**config.mk**
```make
export PLATFORM = sky130hd
export DESIGN_NAME = mem_stage
export DESIGN_NICKNAME = d
export VERILOG_FILES = /design/src/rtl/mem_stage_pkg.sv /design/src/rtl/mem_access_fsm.sv /design/src/rtl/mem_stage.sv
export SDC_FILE = /design/constraint.sdc
export NUM_CORES = 1
export LEC_CHECK = 0
export CORE_MARGIN = 2
export CORE_UTILIZATION = 45
export CTS_BUF_LIST = sky130_fd_sc_hd__clkbuf_16
export CTS_CLUSTER_DIAMETER = 80
export DETAILED_ROUTE_END_ITERATION = 7
export PLACE_DENSITY = 0.86
export SLEW_MARGIN = 10
export SYNTH_ARGS = -nofsm -noshare
export SYNTH_HDL_FRONTEND = slang
export SYNTH_HIERARCHICAL = 1
export SYNTH_SLANG_ARGS = --single-unit
```
**constraint.sdc**
```tcl
create_clock -name CLK -period 2.26 [get_ports CLK]
set_input_delay 0.226 -clock CLK [delete_from_list [all_inputs] [get_ports CLK]]
set_output_delay 0.226 -clock CLK [all_outputs]
set_load 0.005 [all_outputs]
```
**src/rtl/mem_stage_pkg.sv**
```systemverilog
// Shared types and constants for the MIPS MEM stage: opcodes WB cares about,
// access-FSM state encoding, abort poison word and the EX/MEM register layout.
package mem_stage_pkg;

    localparam logic [5:0]  OP_LW  = 6'h23;
    localparam logic [5:0]  OP_SW  = 6'h2B;
    localparam logic [5:0]  OP_JAL = 6'h03;

    localparam logic [31:0] POISON = 32'hDEADBEEF;

    typedef enum logic [1:0] {
        ST_IDLE      = 2'd0,
        ST_WAIT      = 2'd1,
        ST_ERR_DRAIN = 2'd2
    } mem_state_e;

    typedef struct packed {
        logic        reg_write;
        logic        mem_to_reg;
        logic        branch;
        logic        jump;
        logic [5:0]  alu_op;
        logic [31:0] alu_out;
        logic [31:0] pc_branch;
        logic [4:0]  wb_addr;
    } ex_mem_t;

endpackage

```
**src/rtl/mem_access_fsm.sv**
```systemverilog
// Data-memory access sequencer: issues lw/sw to a handshaked RAM, times out
// missing acks, flags misaligned addresses and produces the pipeline stall.
// Ports: clk_i/rst_i; mem_op_i/we_i/addr_i/wdata_i = captured EX request;
// mem_ack_i/mem_rdata_i = RAM response; mem_*_o = RAM request (registered);
// stall_o = freeze upstream; kill_o = suppress WB of aborted instruction;
// err_o = sticky error; rdata_o = load data (or poison on timeout).
module mem_access_fsm
    import mem_stage_pkg::*;
#(
    parameter int ADDR_W      = 10,
    parameter int TIMEOUT_CYC = 16
) (
    input  logic              clk_i,
    input  logic              rst_i,
    input  logic              mem_op_i,
    input  logic              we_i,
    input  logic [ADDR_W+1:0] addr_i,
    input  logic [31:0]       wdata_i,
    input  logic              mem_ack_i,
    input  logic [31:0]       mem_rdata_i,
    output logic              stall_o,
    output logic              kill_o,
    output logic              mem_req_o,
    output logic              mem_we_o,
    output logic [ADDR_W-1:0] mem_addr_o,
    output logic [31:0]       mem_wdata_o,
    output logic              err_o,
    output logic [31:0]       rdata_o
);

    localparam int CNT_W = $clog2(TIMEOUT_CYC);
    localparam logic [CNT_W-1:0] CNT_LAST = CNT_W'(TIMEOUT_CYC - 1);

    mem_state_e        state_q;
    logic [CNT_W-1:0]  cnt_q;
    logic              kill_q;
    logic              req_q;
    logic              we_q;
    logic [ADDR_W-1:0] addr_q;
    logic [31:0]       wdata_q;
    logic              err_q;
    logic [31:0]       rdata_q;

    // Only IDLE lets the EX/MEM register capture, so every IDLE edge is a
    // capture edge; that is also where the kill of a drained instruction ends.
    always_ff @(posedge clk_i) begin
        if (rst_i) begin
            state_q <= ST_IDLE;
            cnt_q   <= '0;
            kill_q  <= 1'b0;
            req_q   <= 1'b0;
            we_q    <= 1'b0;
            addr_q  <= '0;
            wdata_q <= '0;
            err_q   <= 1'b0;
            rdata_q <= '0;
        end else begin
            unique case (state_q)
                ST_IDLE: begin
                    kill_q <= 1'b0;
                    if (mem_op_i) begin
                        if (addr_i[1:0] == 2'b00) begin
                            state_q <= ST_WAIT;
                            cnt_q   <= '0;
                            req_q   <= 1'b1;
                            we_q    <= we_i;
                            addr_q  <= addr_i[ADDR_W+1:2];
                            wdata_q <= wdata_i;
                        end else begin
                            state_q <= ST_ERR_DRAIN;
                            err_q   <= 1'b1;
                            kill_q  <= 1'b1;
                        end
                    end
                end
                ST_WAIT: begin
                    if (mem_ack_i) begin
                        state_q <= ST_IDLE;
                        req_q   <= 1'b0;
                        we_q    <= 1'b0;
                        if (!we_q) rdata_q <= mem_rdata_i;
                    end else if (cnt_q == CNT_LAST) begin
                        state_q <= ST_ERR_DRAIN;
                        req_q   <= 1'b0;
                        we_q    <= 1'b0;
                        err_q   <= 1'b1;
                        kill_q  <= 1'b1;
                        if (!we_q) rdata_q <= POISON;
                    end else begin
                        cnt_q <= cnt_q + 1'b1;
                    end
                end
                ST_ERR_DRAIN: begin
                    state_q <= ST_IDLE;
                end
                default: begin
                    state_q <= ST_IDLE;
                end
            endcase
        end
    end

    // Stall depends on state only, so mem_ack never reaches upstream enables.
    assign stall_o     = (state_q == ST_WAIT) | (state_q == ST_ERR_DRAIN);
    assign kill_o      = kill_q;
    assign mem_req_o   = req_q;
    assign mem_we_o    = we_q;
    assign mem_addr_o  = addr_q;
    assign mem_wdata_o = wdata_q;
    assign err_o       = err_q;
    assign rdata_o     = rdata_q;

endmodule

```
**src/rtl/mem_stage.sv**
```systemverilog
// MEM stage of the 5-stage MIPS pipeline: EX/MEM register, data-memory access
// and WB/IF-facing outputs. Inputs *E/*_in come from EX; *M/*_M go to WB/IF;
// mem_* is the data-RAM handshake; StallM freezes IF/ID/EX; mem_err is sticky.
module mem_stage
    import mem_stage_pkg::*;
#(
    parameter int ADDR_W      = 10,
    parameter int TIMEOUT_CYC = 16
) (
    input  logic              CLK,
    input  logic              RESET,
    input  logic              RegWriteE,
    input  logic              MemtoRegE,
    input  logic              MemWriteE,
    input  logic              BranchE,
    input  logic              JumpE,
    input  logic [5:0]        ALUopE,
    input  logic [31:0]       ALUOut_in,
    input  logic [31:0]       WriteData_in,
    input  logic [31:0]       PCBranch_in,
    input  logic [4:0]        wb_addr_in,
    output logic              StallM,
    output logic              mem_req,
    output logic              mem_we,
    output logic [ADDR_W-1:0] mem_addr,
    output logic [31:0]       mem_wdata,
    input  logic [31:0]       mem_rdata,
    input  logic              mem_ack,
    output logic              RegWriteM,
    output logic              MemtoRegM,
    output logic              BranchM,
    output logic              JumpM,
    output logic [5:0]        ALUopM,
    output logic [31:0]       ALUOutM,
    output logic [31:0]       ReadDataM,
    output logic [31:0]       PCBranchM,
    output logic [4:0]        wb_addr_M,
    output logic              mem_err
);

    ex_mem_t ex_mem_q;
    ex_mem_t ex_mem_d;
    logic    kill;

    always_comb begin
        ex_mem_d = ex_mem_q;
        if (!StallM) begin
            ex_mem_d.reg_write  = RegWriteE;
            ex_mem_d.mem_to_reg = MemtoRegE;
            ex_mem_d.branch     = BranchE;
            ex_mem_d.jump       = JumpE;
            ex_mem_d.alu_op     = ALUopE;
            ex_mem_d.alu_out    = ALUOut_in;
            ex_mem_d.pc_branch  = PCBranch_in;
            ex_mem_d.wb_addr    = wb_addr_in;
        end
    end

    always_ff @(posedge CLK) begin
        if (RESET) ex_mem_q <= '0;
        else       ex_mem_q <= ex_mem_d;
    end

    mem_access_fsm #(
        .ADDR_W      (ADDR_W),
        .TIMEOUT_CYC (TIMEOUT_CYC)
    ) u_fsm (
        .clk_i       (CLK),
        .rst_i       (RESET),
        .mem_op_i    (MemtoRegE | MemWriteE),
        .we_i        (MemWriteE),
        .addr_i      (ALUOut_in[ADDR_W+1:0]),
        .wdata_i     (WriteData_in),
        .mem_ack_i   (mem_ack),
        .mem_rdata_i (mem_rdata),
        .stall_o     (StallM),
        .kill_o      (kill),
        .mem_req_o   (mem_req),
        .mem_we_o    (mem_we),
        .mem_addr_o  (mem_addr),
        .mem_wdata_o (mem_wdata),
        .err_o       (mem_err),
        .rdata_o     (ReadDataM)
    );

    // Bubble WB while the access is pending and after an aborted access,
    // so an instruction writes the register file exactly once (or never).
    assign RegWriteM = ex_mem_q.reg_write  & ~StallM & ~kill;
    assign MemtoRegM = ex_mem_q.mem_to_reg & ~StallM & ~kill;
    assign BranchM   = ex_mem_q.branch;
    assign JumpM     = ex_mem_q.jump;
    assign ALUopM    = ex_mem_q.alu_op;
    assign ALUOutM   = ex_mem_q.alu_out;
    assign PCBranchM = ex_mem_q.pc_branch;
    assign wb_addr_M = ex_mem_q.wb_addr;

endmodule
```
==> Word-level counts from Yosys, hierarchy flattened <==
Index checks and enable logic that the tools add are counted.
{ "totals": {"regBits": 163, "inputBits": 147, "out_inout_bits": 157, "wordCells": 78} }
{ "op_classes": {"n_addsub": 1, "eq_ne": 10, "mux": 30, "n_bitwise": 9, "n_reduce_logical": 11} }
{ "ops": {"columns": ["operator", "count"], "rows": [
  ["32-bit two-way mux", 4],
  ["4-bit two-way mux", 4],
  ["1-bit two-way mux", 12],
  ["5-bit AND reduction", 2],
  ["3-bit AND reduction", 3],
  ["2-bit two-way mux", 4],
  ["1-bit one-hot mux with 2 select lines", 4],
  ["4-bit one-hot mux with 2 select lines", 1],
  ["2-bit by 1-bit inequality test with 1-bit output, second input constant", 3],
  ["2-bit inequality test, second input constant", 3],
  ["4-bit by 1-bit adder with 4-bit output, second input constant", 1],
  ["1-bit AND", 4],
  ["4-bit == test, second input constant", 1],
  ["2-bit zero test", 2],
  ["2-bit one-hot mux with 2 select lines", 1],
  ["4-bit AND reduction", 1],
  ["2-bit nonzero test", 2],
  ["3-bit by 2-bit inequality test with 1-bit output, second input constant", 1],
  ["1-bit NOT", 3],
  ["2-bit by 1-bit == test with 1-bit output, second input constant", 1],
  ["2-bit == test, second input constant", 1],
  ["1-bit bitwise OR", 2],
  ["2-bit AND reduction", 1]
]} }

==> Depth between registers and ports, before layout <==
{ "logic_depth": {"ltp_word": 5, "ltp_mapped": 8, "mapped_depth_nobuf": 5} }

==> Hierarchy <==
Netlist, hierarchy kept.
{ "modules_own_cells": {"columns": ["mod", "n_inst", "cells_each", "area_per_inst_um2", "seq_area_each_um2"], "rows": [
  ["mem_stage", 1, 333, 3422.0, 1581.5],
  ["mem_access_fsm", 1, 350, 3226.8, 1681.6]
]} }

==> Worst setup path after synthesis <==
Ideal clock, no wire load.
{ "synth_timing": {"path_type": "reg2reg", "from": "reg u_fsm.state_q[0]", "to": "reg u_fsm.state_q[0]", "setup_time_ps": 128, "arrival_ps": 1389, "required_time_ps": 2132, "path_slack_ps": 743, "stages_incl_launch_ff": 9, "n_path_buf": 3, "synth_period_minus_slack_ps": 1517, "path_cell_list": "dfxtp_1 > inv_1 > ha_1 > buf_2 > and4bb_2 > buf_4 > buf_4 > o211ai_1 > o31ai_1"} }
{ "synth_via": {"elab_chain_len": 3, "word_cells_on_any_way": 6, "classes_between": "eq/ne (3); mux (1); reduce/logical (2)"} }
{ "synth_lines": {"columns": ["element", "line_no", "source"], "rows": [
  ["from (decl)", "mem_access_fsm.sv:34", "mem_state_e state_q;"],
  ["from (signal assigned)", "mem_access_fsm.sv:48", "state_q <= ST_IDLE;"],
  ["from (signal assigned)", "mem_access_fsm.sv:63", "state_q <= ST_WAIT;"],
  ["from (signal assigned)", "mem_access_fsm.sv:70", "state_q <= ST_ERR_DRAIN;"],
  ["2-bit by 1-bit == test with 1-bit output or 2-bit zero test (tied branches)", "mem_access_fsm.sv:58", "unique case (state_q)"],
  ["3-bit by 2-bit inequality test with 1-bit output (no line) or 2-bit by 1-bit inequality test with 1-bit output (tied branches)", null, null],
  ["2-bit AND reduction (no line)", null, null]
]} }
Several ways; a longest one is shown, not always the timed one.
A chain may end at the register's enable or synchronous reset.

==> Worst setup path after layout <==
{ "layout_timing": {"from": "reg u_fsm.state_q[0]", "to": "out RegWriteM"} }
{ "layout_via": {"elab_chain_len": 5, "word_cells_on_any_way": 6, "classes_between": "eq/ne (2); bitwise (4)"} }
{ "layout_lines": {"columns": ["element", "line_no", "source"], "rows": [
  ["2-bit by 1-bit == test with 1-bit output or 2-bit == test (tied branches)", "mem_access_fsm.sv:104", "assign stall_o = (state_q == ST_WAIT) | (state_q == ST_ERR_DRAIN);"],
  ["1-bit bitwise OR (*)", "mem_access_fsm.sv:104", null],
  ["1-bit NOT (*)", "mem_stage.sv:88", "assign RegWriteM = ex_mem_q.reg_write & ~StallM & ~kill;"],
  ["1-bit AND (*) (2 in a row)", "mem_stage.sv:88", null],
  ["to (decl)", "mem_stage.sv:29", "output logic RegWriteM,"]
]} }
Every way passes the cells marked *; elsewhere a longest branch is shown, timed or not.

==> impl_metrics.json <==
{
  "status": "finished clean",
  "firstDrtPassIters": 4,
  "dp.cells": 1061,
  "core_area_um2": 14500,
  "nNetsFinal": 1046,
  "fin_cells": 1093,
  "drc_errors": 0,
  "cts.sinks": 163,
  "hold_start": "RESET",
  "ys.flop_type": "dfxtp_1",
  "die_y_um": 126,
  "power_density_nw_per_um2": 759,
  "cts.clk_slew.worst_paths_ns": 0.06,
  "synth_edf_count": 0,
  "hp-class": "input port to flop",
  "slew_headroom": 0.367,
  "power.leakage_nw": 3.68,
  "max_freq_ghz": 0.472,
  "startpoint": "u_fsm/state_q[0]",
  "cts_buffer_depth": 2,
  "cts_root_buf": "clkbuf_16",
  "vias_per_cell": 4.97,
  "path_class": "flop to output port",
  "period_share": 0.938,
  "seq_area_frac_synth": 0.491,
  "gp_congestion": 0.793,
  "cts_hold_buffers": 0,
  "diodes": 0,
  "final_max_slew_viol_count": 0,
  "worst-path-max-fanout": 7,
  "hold_ws_ns": 0.0592,
  "async_flop_share": 0,
  "grt_usage": 0.220,
  "setup_violations": 0,
  "ant_nets": 0,
  "overflow": 0,
  "num-fill-cells": 1143,
  "cts.htree.levels": 4,
  "start_util": 0.459,
  "postPlaceCellArea_um2": 9160,
  "syn_inst": 683,
  "vias": 5430,
  "cp.arrival_ns": 1.89,
  "io_pins": 304,
  "layout_common_cells": "clkdlybuf4s50_1 (301), dfxtp_1 (163), nand2_1 (93)",
  "first_iter_violations": 311,
  "area_growth_pct": 46.7,
  "grt_max_degree": 82,
  "synth_area_um2": 6650,
  "worst-endpoint-required_ns": 2.03,
  "synth_fp_nets": 833,
  "design_area_um2": 9750,
  "end_kind": "output port",
  "clock_latency_ns": 0.42,
  "die_area_um2": 15800,
  "vdd_drop_max_mv": 0.437,
  "hold_violations": 0,
  "tightest_slew_ns": 0.950,
  "avgSynthCellArea_um2": 9.73,
  "cts_buffers": 17,
  "fin_tns_setup_ns": 0,
  "synth-seq-cells": 163,
  "rsz0062_at_grt": "no",
  "fin_ws_ns": 0.140,
  "antenna_found_initial": 0,
  "fin_skew_ns": 0.00741,
  "final_core_util": 0.674,
  "r2r_start": "u_fsm/state_q[0]",
  "grt_pass1_wl_um": 27800,
  "dpl_worst_slack_ns": 0.0328,
  "dp_hpwl_um": 12500,
  "routedWlPerCell_um": 16.1,
  "startpoint_type": "flop",
  "synth_warnings": 6,
  "max_cap_violations": 0,
  "cts_tree": "done",
  "mostFrequentLayoutCell": "clkdlybuf4s50_1",
  "rows": 44,
  "layout-drive-gt1-share": 0.0836,
  "yosysUniqueCellTypes": 47,
  "die_x_um": 126,
  "finalPower_mw": 7.40,
  "wirelength_um": 17500,
  "grt_pass1_vias": 5507,
  "portBuffers": 303,
  "period_needed_ns": 2.12
}
registers in the layout, indices dropped and copies added, names as in the netlist:
register	count
PCBranchM	32
ex_mem_q	2
u_fsm/kill_o	1
wb_addr_M	5
u_fsm/err_o	1
ALUopM	6
u_fsm/cnt_q	4
u_fsm/mem_we_o	1
JumpM	1
u_fsm/mem_req_o	1
ALUOutM	32
u_fsm/mem_addr_o	10
u_fsm/mem_wdata_o	32
BranchM	1
u_fsm/state_q	2
u_fsm/rdata_o	32
worst max-delay path, cell delays in order (launching register included):
cell             delay, ns
dfxtp_1               0.33
inv_1                 0.08
ha_4                  0.29
nor3b_1               0.21
clkdlybuf4s50_1       0.56
synthesized netlist by cell type (3+ instances only):
master / number / area, um^2
dfxtp_1: 163 / 3260
nand2_1: 93 / 349
buf_4: 81 / 608
nor2_1: 81 / 304
mux2i_1: 80 / 801
a21oi_1: 50 / 250
o221a_2: 24 / 270
clkbuf_1: 20 / 75.1
o21ai_0: 11 / 55.1
buf_2: 9 / 45.0
inv_1: 9 / 33.8
buf_8: 8 / 120
nand2b_1: 4 / 25.0
o211ai_1: 4 / 30.0
ha_1: 3 / 37.5
nand3_1: 3 / 15.0
o31ai_1: 3 / 22.5
kinds of logic (layout without fill, tap and decap cells):
logic type / count (synthesis) / count (layout) / share of synthesized area
flip-flops: 163 / 163 / 0.491
buffers and inverters: 129 / 355 / 0.135
AND/OR/NAND/NOR: 200 / 200 / 0.129
multiplexers: 80 / 80 / 0.120
adder cells (fa/ha/maj): 3 / 3 / 0.00565
AO/OA/AOI/OAI: 108 / 108 / 0.119
routing by layer:
layer	vias up	part of all wire	wire, um	global-route usage
li1	2673	-	-	-
met2	233	0.47	8310	0.365
met3	27	0.10	1830	0.101
met4	0	0.023	399	0.0791
met5	-	0	0	0
met1	2497	0.40	7010	0.249
power breakdown:
group / internal [mW] / switching, mW
combinational: 0.816 / 0.523
sequential: 3.07 / 0.0992
clock: 1.72 / 1.17
total: 5.61 / 1.79
final cells by class:
cell class	count	area, um^2	share of cell area
inverter	9	33.8	0.00346
timing repair buffer	314	3130	0.321
tap	184	230	0.0236
clock buffer	17	425	0.0436
sequential	163	3260	0.335
multi-input combinational	391	2510	0.257
clock inverter	15	166	0.0171
final timing paths:
path | end | slack [ns] | depth (start not counted)
setup / recovery | RegWriteM | 0.14 | 4
hold / removal | ex_mem_q[77] | 0.06 | 2
setup reg to reg | u_fsm/mem_wdata_o[5] | 0.32 | 5
hold reg to reg | u_fsm/mem_wdata_o[2] | 0.45 | 2
what timing repair did:
item                                    4_1_cts  5_1_grt
endpoints found under the setup margin        0        1
buffers inserted                              0        0
gates resized for setup                       0        1
No activity file was read; power rests on OpenSTA's default activity.
